--- src/rtl/game_state_fetcher.sv ---
// game_state_fetcher
// Drives port B of the video data memory once per frame to pick up the five
// game-state words written by the ARMv4 program (lives P1/P2, correct doors,
// positions P1/P2). Each word is first captured into a shadow register; only
// when all five have been read are they copied to the outputs in one edge.
// This means the screen drawer never mixes values from two different scans.
//
// Scan sequence:
//   IDLE   -> wait for a trigger (frame_start, refresh_req or a remembered
//             frame_start) while enable is high
//   READ   -> for each of the five words, present its address, wait
//             READ_LATENCY edges for the memory, then capture data_in
//   COMMIT -> publish all shadows at once, pulse done, back to IDLE
module game_state_fetcher #(
  parameter int unsigned READ_LATENCY  = 1,
  parameter logic [31:0] ADDR_P1_LIVES = 32'h0000_6000,
  parameter logic [31:0] ADDR_P2_LIVES = 32'h0000_7000,
  parameter logic [31:0] ADDR_DOORS    = 32'h0000_8000,
  parameter logic [31:0] ADDR_P1_POS   = 32'h0000_9000,
  parameter logic [31:0] ADDR_P2_POS   = 32'h0000_A000
) (
  input  logic        clk,
  input  logic        reset,
  input  logic        enable,
  input  logic        frame_start,
  input  logic        refresh_req,
  input  logic [31:0] data_in,
  output logic [31:0] vga_addr,
  output logic [1:0]  p1_lives,
  output logic [1:0]  p2_lives,
  output logic [1:0]  correct_door_1,
  output logic [1:0]  correct_door_2,
  output logic [1:0]  player_1_pos,
  output logic [1:0]  player_2_pos,
  output logic        busy,
  output logic        done,
  output logic        snapshot_valid
);

  // The wait counter is 3 bits wide, so latencies of 1..7 edges are supported.
  localparam logic [2:0] LatCount  = 3'(READ_LATENCY);
  localparam logic [2:0] LastField = 3'd4;

  typedef enum logic [1:0] {
    IDLE   = 2'd0,
    READ   = 2'd1,
    COMMIT = 2'd2
  } state_t;

  state_t      state_q;
  logic [2:0]  field_q;
  logic [2:0]  waitCnt_q;
  logic        pending_q;
  logic [31:0] vgaAddr_q;

  // Shadow copies filled one field at a time during READ.
  logic [1:0]  shP1Lives_q;
  logic [1:0]  shP2Lives_q;
  logic [1:0]  shDoor1_q;
  logic [1:0]  shDoor2_q;
  logic [1:0]  shP1Pos_q;
  logic [1:0]  shP2Pos_q;

  // Committed, externally visible values.
  logic [1:0]  p1Lives_q;
  logic [1:0]  p2Lives_q;
  logic [1:0]  door1_q;
  logic [1:0]  door2_q;
  logic [1:0]  p1Pos_q;
  logic [1:0]  p2Pos_q;
  logic        busy_q;
  logic        done_q;
  logic        snapshotValid_q;

  logic        trigger_d;
  logic [2:0]  nextField_d;
  logic        unusedDataBits;

  // Only the low nibble of any game-state word carries information.
  assign unusedDataBits = ^data_in[31:4];

  // A scan may start from a new frame, an explicit refresh, or a frame_start
  // that arrived while the previous scan was still running.
  assign trigger_d   = enable & (frame_start | refresh_req | pending_q);
  assign nextField_d = field_q + 3'd1;

  // Word address for each field, in the fixed scan order.
  function automatic logic [31:0] fieldAddr(input logic [2:0] f);
    logic [31:0] a;
    a = ADDR_P1_LIVES;
    case (f)
      3'd0:    a = ADDR_P1_LIVES;
      3'd1:    a = ADDR_P2_LIVES;
      3'd2:    a = ADDR_DOORS;
      3'd3:    a = ADDR_P1_POS;
      3'd4:    a = ADDR_P2_POS;
      default: a = ADDR_P1_LIVES;
    endcase
    return a;
  endfunction

  // Scan sequencer: state, address, shadows, committed outputs and pending flag.
  always_ff @(posedge clk) begin
    if (!reset) begin
      state_q         <= IDLE;
      field_q         <= 3'd0;
      waitCnt_q       <= 3'd0;
      pending_q       <= 1'b0;
      vgaAddr_q       <= 32'd0;
      shP1Lives_q     <= 2'd0;
      shP2Lives_q     <= 2'd0;
      shDoor1_q       <= 2'd0;
      shDoor2_q       <= 2'd0;
      shP1Pos_q       <= 2'd0;
      shP2Pos_q       <= 2'd0;
      p1Lives_q       <= 2'd0;
      p2Lives_q       <= 2'd0;
      door1_q         <= 2'd0;
      door2_q         <= 2'd0;
      p1Pos_q         <= 2'd0;
      p2Pos_q         <= 2'd0;
      busy_q          <= 1'b0;
      done_q          <= 1'b0;
      snapshotValid_q <= 1'b0;
    end else begin
      done_q <= 1'b0;

      // Remember a frame_start we cannot act on right now (busy or disabled).
      // The IDLE start branch below overrides this when the scan begins.
      if (frame_start) begin
        pending_q <= 1'b1;
      end

      case (state_q)
        IDLE: begin
          if (trigger_d) begin
            vgaAddr_q <= ADDR_P1_LIVES;
            field_q   <= 3'd0;
            waitCnt_q <= 3'd0;
            pending_q <= 1'b0;
            busy_q    <= 1'b1;
            state_q   <= READ;
          end
        end

        READ: begin
          if (waitCnt_q == LatCount) begin
            case (field_q)
              3'd0: shP1Lives_q <= data_in[1:0];
              3'd1: shP2Lives_q <= data_in[1:0];
              3'd2: begin
                shDoor1_q <= data_in[1:0];
                shDoor2_q <= data_in[3:2];
              end
              3'd3: shP1Pos_q <= data_in[1:0];
              3'd4: shP2Pos_q <= data_in[1:0];
              default: begin
              end
            endcase

            if (field_q == LastField) begin
              state_q <= COMMIT;
            end else begin
              field_q   <= nextField_d;
              vgaAddr_q <= fieldAddr(nextField_d);
              waitCnt_q <= 3'd0;
            end
          end else begin
            waitCnt_q <= waitCnt_q + 3'd1;
          end
        end

        COMMIT: begin
          p1Lives_q       <= shP1Lives_q;
          p2Lives_q       <= shP2Lives_q;
          door1_q         <= shDoor1_q;
          door2_q         <= shDoor2_q;
          p1Pos_q         <= shP1Pos_q;
          p2Pos_q         <= shP2Pos_q;
          done_q          <= 1'b1;
          snapshotValid_q <= 1'b1;
          busy_q          <= 1'b0;
          state_q         <= IDLE;
        end

        default: begin
          busy_q  <= 1'b0;
          state_q <= IDLE;
        end
      endcase
    end
  end

  assign vga_addr       = vgaAddr_q;
  assign p1_lives       = p1Lives_q;
  assign p2_lives       = p2Lives_q;
  assign correct_door_1 = door1_q;
  assign correct_door_2 = door2_q;
  assign player_1_pos   = p1Pos_q;
  assign player_2_pos   = p2Pos_q;
  assign busy           = busy_q;
  assign done           = done_q;
  assign snapshot_valid = snapshotValid_q;

endmodule
--- config.mk ---
export PLATFORM = sky130hd
export DESIGN_NAME = game_state_fetcher
export DESIGN_NICKNAME = d
export VERILOG_FILES = /design/src/rtl/game_state_fetcher.sv
export SDC_FILE = /design/constraint.sdc
export NUM_CORES = 1
export LEC_CHECK = 0
export ABC_CLOCK_PERIOD_IN_PS = 2000
export BUFFER_PORTS_ARGS = -buffer_cell sky130_fd_sc_hd__buf_2
export CAP_MARGIN = 20
export CORE_MARGIN = 3
export CORE_UTILIZATION = 49
export CTS_BUF_LIST = sky130_fd_sc_hd__clkbuf_8
export CTS_CLUSTER_DIAMETER = 80
export DETAILED_ROUTE_END_ITERATION = 6
export GPL_TIMING_DRIVEN = 1
export PLACE_DENSITY_LB_ADDON = 0.3
export SYNTH_ARGS = -nofsm -noshare
export SYNTH_HDL_FRONTEND = slang
export SYNTH_SLANG_ARGS = --single-unit
--- constraint.sdc ---
create_clock -name clk -period 2 [get_ports clk]
set_input_delay 0.3 -clock clk [delete_from_list [all_inputs] [get_ports clk]]
set_output_delay 0.3 -clock clk [all_outputs]
set_load 0.03 [all_outputs]
==> results.yml, run 1 <==
status:
  status: "finished clean"
synthesis:
  ys_seq_elements: 40
  yosysSeqAreaShare: 0.4222
  synth_mux_area_frac: 0.08443
  synth.distinct_cells: 39
  yosys_warnings: 0
  synthAdderAreaFrac: 0.03958
  synth-simple-area-share: 0.2157
  synth_top_family_by_area: "simple AND/OR/NAND/NOR gates"
  syn_inst: 218
  synthesis.area_mm2: 0.001897
  synth_xor_area_frac: 0
  avgSynthCellArea_um2: 8.701
  synth_compound_area_frac: 0.08839
detailed_routing:
  drtAntennaViolNets: 0
  drt-total-wl_um: 3263
  remaining_drc_errors: 0
  viasPerCell: 4.775
  drt_first_iter_violations: 43
  via_count: 1380
  dr.pass1.iters: 4
  routedWlPerCell_um: 11.29
floorplan:
  die_area_mm2: 0.004653
  die_y_um: 68.22
  rows: 21
  io_pins: 84
  dieWidth_um: 68.22
  fp.coreArea_mm2: 0.003521
  initial_core_util: 0.5387
job:
  maxCapViolations: 0
setup_path:
  worstSetupPathType: "reg -> reg"
  cpLargestDelayFamily: "compound AO/OA/AOI/OAI gates"
  crit_fanout: 10
  required_ns: 2.20
  cp-end-kind: "register"
  worst-path-buf-inv: 1
  arrival_ns: 2.00
  max_stage_delay_ns: 0.46
  start_kind: "register"
  crit_chain: "inv_1, ha_1, nand2_1, a32o_2, nor2_1, a311oi_1"
  slowest_stage: "dfxtp_1"
timing:
  hold_ws_ns: 0.2300
  max_freq_mhz: 557.6
  fin_tns_setup_ns: 0
  drv_slew: 0
  skew_ns: 0.007549
  rsz0062_at_grt: "false"
  finalSetupViolCount: 0
  fin_crit_sh: 0.8968
  hold_viol: 0
  finalCriticalPeriod_ns: 1.794
finish:
  design_area_mm2: 0.002034
  largest_reg_flops: 4
  nets: 285
  areaGrowthSynthToFinish_pct: 7.256
  fill_cells: 356
  layout_common_cells: "nand2_1 (40), dfxtp_1 (40), conb_1 (28)"
  utilization: 0.5778
  antenna_cells: 0
  drive_above_1_share: 0.1852
placement:
  io_buffers: 27
  gp_congestion: 0.8100
  place_area_mm2: 0.001937
  dp_hpwl_um: 2347
clocking:
  cts-root-buf: "clkbuf_8"
  clockBufferDepth: 2
  cts_buffers: 5
  numClockSinks: 40
  tritoncts: "yes"
  cts_setup_buffers: 0
  clk_latency_ns: 0.30
  ctsHoldBuffers: 0
  cts_resized: 0
  htree_levels: 2
  clk_transition_reported_paths_ns: 0.08
power_and_ir_drop:
  vdd_drop_max_mv: 0.5184
  clockPowerShare: 0.359
  pwr-share-comb: 0.120
  p_total_mw: 1.581
  seqPwrFrac: 0.522
  powerDensity_mw_per_mm2: 777.1
  power_switching_mw: 0.4483
  p_sw_frac: 0.2835
  power.internal_mw: 1.133
  p_leak_nw: 0.9428
grt:
  grt_pass1_vias: 1076
  grtUsageTotal: 0.1475
  grt_pass1_wl_um: 4919
  grt_max_degree: 29
  antenna_found_initial: 0
  overflow: 0
worst_hold_path:
  hp-class: "in -> reg"
==> cell usage after synthesis (all sizes together) <==
library cell,number,area share
o311a,1,0.0053
nand2,43,0.092
or2,2,0.0066
nor3,4,0.022
clkbuf,4,0.0079
a32o,1,0.0059
and2b,1,0.0040
nor3b,3,0.012
nor4b,1,0.0046
nor2b,1,0.0033
and2,1,0.0033
o31ai,1,0.0040
or3,1,0.0033
or3b,1,0.0059
o21ai,4,0.011
buf,34,0.13
nand3,2,0.0053
nand2b,2,0.0066
a21oi,16,0.042
conb,1,0.0020
ha,6,0.040
dfxtp,40,0.42
a211oi,2,0.0079
nor4,1,0.0033
o221ai,1,0.0046
inv,5,0.0099
nor2,20,0.040
a31oi,1,0.0033
a311oi,1,0.0046
nand3b,1,0.0040
mux2i,16,0.084
==> worst min-delay path: stages <==
cell,delay (ns)
buf_2,0.10
nand2_1,0.04
mux2i_1,0.05
==> layout make-up <==
cell class	count	area, um2	area share
Clock inverter	2	15.01	0.007380
Inverter	5	18.77	0.009225
Sequential cell	40	800.8	0.3936
Timing Repair Buffer	28	142.6	0.07011
Multi-Input combinational cell	162	917.1	0.4508
Tap cell	46	57.56	0.02829
Clock buffer	6	82.58	0.04059
==> layer usage <==
| metal | routed length, um | track usage |
|---|---|---|
| met1 | 1447 | 0.1808 |
| met2 | 1510 | 0.2166 |
| met3 | 230 | 0.04762 |
| met4 | 76 | 0.1042 |
| met5 | 0 | 0 |
==> path summary, 6_finish.rpt <==
check	start	endpoint	depth (start not counted)	slack [ns]
hold / removal	data_in[3]	shDoor2_q[1]$_SDFFE_PN0P_	3	0.23
setup reg to reg	field_q[0]$_SDFFE_PN0P_	vga_addr[14]$_SDFFE_PN0P_	6	0.21
hold reg to reg	shP2Lives_q[1]$_SDFFE_PN0P_	p2_lives[1]$_SDFFE_PN0P_	2	0.45
setup / recovery	field_q[0]$_SDFFE_PN0P_	vga_addr[14]$_SDFFE_PN0P_	6	0.21
==> power groups by stage <==
stage | Sequential [mW] | Clock, mW | Combinational, mW
final | 0.825 | 0.567 | 0.189
after CTS | 0.825 | 0.584 | 0.190
after detailed placement | 0.843 | 0 | 0.190
after global placement | 0.843 | 0 | 0.189
after floorplan | 0.852 | 0 | 0.197
after global routing | 0.827 | 0.601 | 0.209
==> stage by stage <==
stage	setup WS (ns)	std cells
2_1_floorplan	0.4592	245
3_5_place_dp	0.2168	281
3_3_place_gp	0.2475	281
6_report	0.2065	289
4_1_cts	0.1934	289
5_1_grt	0.06201	289
==> cells by family (layout without fill, tap and decap cells) <==
group,count (synthesis),in the layout
simple gates,84,84
other cells,1,28
buf+inv,43,41
fa+ha+maj,6,6
mux,16,16
flops,40,40
compound gates,28,28
Note: power is estimated with default switching activity, not from simulation.
==> inputs of run 2 (changes only) <==
--- a/config.mk
+++ b/config.mk
@@ -9,11 +9,12 @@
 export BUFFER_PORTS_ARGS = -buffer_cell sky130_fd_sc_hd__buf_2
 export CAP_MARGIN = 20
 export CORE_MARGIN = 3
-export CORE_UTILIZATION = 49
+export CORE_UTILIZATION = 30
 export CTS_BUF_LIST = sky130_fd_sc_hd__clkbuf_8
 export CTS_CLUSTER_DIAMETER = 80
 export DETAILED_ROUTE_END_ITERATION = 6
 export GPL_TIMING_DRIVEN = 1
+export MAX_ROUTING_LAYER = met4
 export PLACE_DENSITY_LB_ADDON = 0.3
 export SYNTH_ARGS = -nofsm -noshare
 export SYNTH_HDL_FRONTEND = slang
==> run 2 against run 1 <==
  * Via count decreased by 0.43%
  * Fmax increased by 1.9%
  * Sequential share of layout area decreased by 0.55 points
  * Clock power decreased by 4.8%
  * Sequential power about the same
  * Critical path depth unchanged
  * Global-route usage decreased by 4.7 points
  * Critical path type unchanged
  * Largest power group unchanged
  * Highest routed layer unchanged
==> results.yml, run 2 (synthesis results as in run 1) <==
status:
  status: "finished clean"
power_and_ir_drop:
  p_leak_nw: 0.9531
  powerDensity_mw_per_mm2: 754.5
  vdd_drop_max_mv: 0.3240
finish:
  drive_above_1_share: 0.1770
  layout_common_cells: "nand2_1 (40), dfxtp_1 (40), conb_1 (28)"
  antenna_cells: 0
  utilization: 0.3424
  areaGrowthSynthToFinish_pct: 8.773
  design_area_mm2: 0.002063
  nets: 285
  largest_reg_flops: 4
timing:
  finalSetupViolCount: 0
  drv_slew: 0
  fin_tns_setup_ns: 0
  max_freq_mhz: 567.9
  finalCriticalPeriod_ns: 1.761
  rsz0062_at_grt: "false"
  maxSlewHeadroom: 0.6370
  fin_crit_sh: 0.8804
  tightest_slew_ns: 0.5445
  hold_viol: 0
  skew_ns: 0.005810
floorplan:
  io_pins: 84
  rows: 28
  initial_core_util: 0.3148
  die_y_um: 85.52
  dieWidth_um: 85.52
  die_area_mm2: 0.007313
  fp.coreArea_mm2: 0.006026
clocking:
  cts_buffers: 5
  htree_levels: 2
  cts_setup_buffers: 0
  ctsHoldBuffers: 0
  clk_transition_reported_paths_ns: 0.08
  tritoncts: "yes"
  clockBufferDepth: 2
  cts-root-buf: "clkbuf_8"
  numClockSinks: 40
  clk_latency_ns: 0.29
  cts_resized: 0
setup_path:
  max_stage_delay_ns: 0.46
  required_ns: 2.16
  cpLargestDelayFamily: "flip-flops"
  arrival_ns: 1.93
  crit_fanout: 10
  crit_chain: "inv_1, ha_1, nand2_1, a32o_2, mux2i_1, nor2_1"
  r2r_slack_ns: 0.24
  worst-path-buf-inv: 1
  slowest_stage: "dfxtp_1"
  worstSetupPathType: "reg -> reg"
  cp-end-kind: "register"
  start_kind: "register"
job:
  maxCapViolations: 0
placement:
  io_buffers: 27
  gp_congestion: 0.7784
  dp_hpwl_um: 2520
  place_area_mm2: 0.001973
detailed_routing:
  via_count: 1374
  viasPerCell: 4.321
  drt-total-wl_um: 3506
  drtAntennaViolNets: 0
  dr.pass1.iters: 4
  routedWlPerCell_um: 11.03
  remaining_drc_errors: 0
  drt_first_iter_violations: 98
grt:
  grt_pass1_wl_um: 5761
  grtUsageTotal: 0.1008
  overflow: 0
  antenna_found_initial: 0
  grt_max_degree: 29
  grt_pass1_vias: 1277
worst_hold_path:
  hp-class: "in -> reg"
run 2: changes by cell type in the layout (fill, tap and decap cells not counted), sizes merged:
cell,delta
clkinvlp,-2
inv,+2
run 2: power by group:
part | internal [mW] | switching [mW] | leakage, nW
clock | 0.271 | 0.269 | 0.0538
sequential | 0.811 | 0.0145 | 0.324
combinational | 0.0433 | 0.148 | 0.576
total | 1.13 | 0.432 | 0.953
run 2: routing by layer:
| metal | vias up | GRT usage | routed length (um) |
|---|---|---|---|
| li1 | 707 | - | - |
| met1 | 613 | 0.1257 | 1624 |
| met2 | 48 | 0.1547 | 1611 |
| met3 | 6 | 0.03458 | 235 |
| met4 | 0 | 0.03022 | 35 |
| met5 | - | - | 0 |
run 2: worst register-to-register path, delay by kind of cell (launching register included):
kind	cells	cell delay [ns]
DFF	1	0.46
AOI/OAI and AO/OA	1	0.36
adders and majority gates	1	0.26
and+or+nand+nor	2	0.25
muxes	1	0.21
buffers and inverters	1	0.10
run 2: worst paths after layout:
check,cells past startpoint,start,end
max reg2reg,6,field_q[0]$_SDFFE_PN0P_,vga_addr[12]$_SDFFE_PN0P_
min reg2reg,2,correct_door_2[0]$_SDFFE_PN0P_,correct_door_2[0]$_SDFFE_PN0P_
max,6,field_q[0]$_SDFFE_PN0P_,vga_addr[12]$_SDFFE_PN0P_
min,3,data_in[3],shDoor2_q[1]$_SDFFE_PN0P_
run 2: metrics by stage:
step / cells / setup slack, ns / hold WS [ns] / power, mW
after detailed placement: 310 / 0.2344 / 0.4434 / 1.035
after floorplan: 245 / 0.4592 / 0.4312 / 1.050
after global placement: 310 / 0.2545 / 0.4412 / 1.034
final: 318 / 0.2392 / 0.2575 / 1.557
after CTS: 318 / 0.2119 / 0.2546 / 1.578
after global routing: 318 / 0.06546 / 0.2767 / 1.626
run 2: layout make-up:
cell class	instances	area, um2
clock buffers	6	82.58
clock inverters	2	7.507
fillers	650	3963
inverters	5	18.77
multi-input cells	162	917.1
flip-flops and latches	40	800.8
well taps	75	93.84
repair buffers	28	142.6
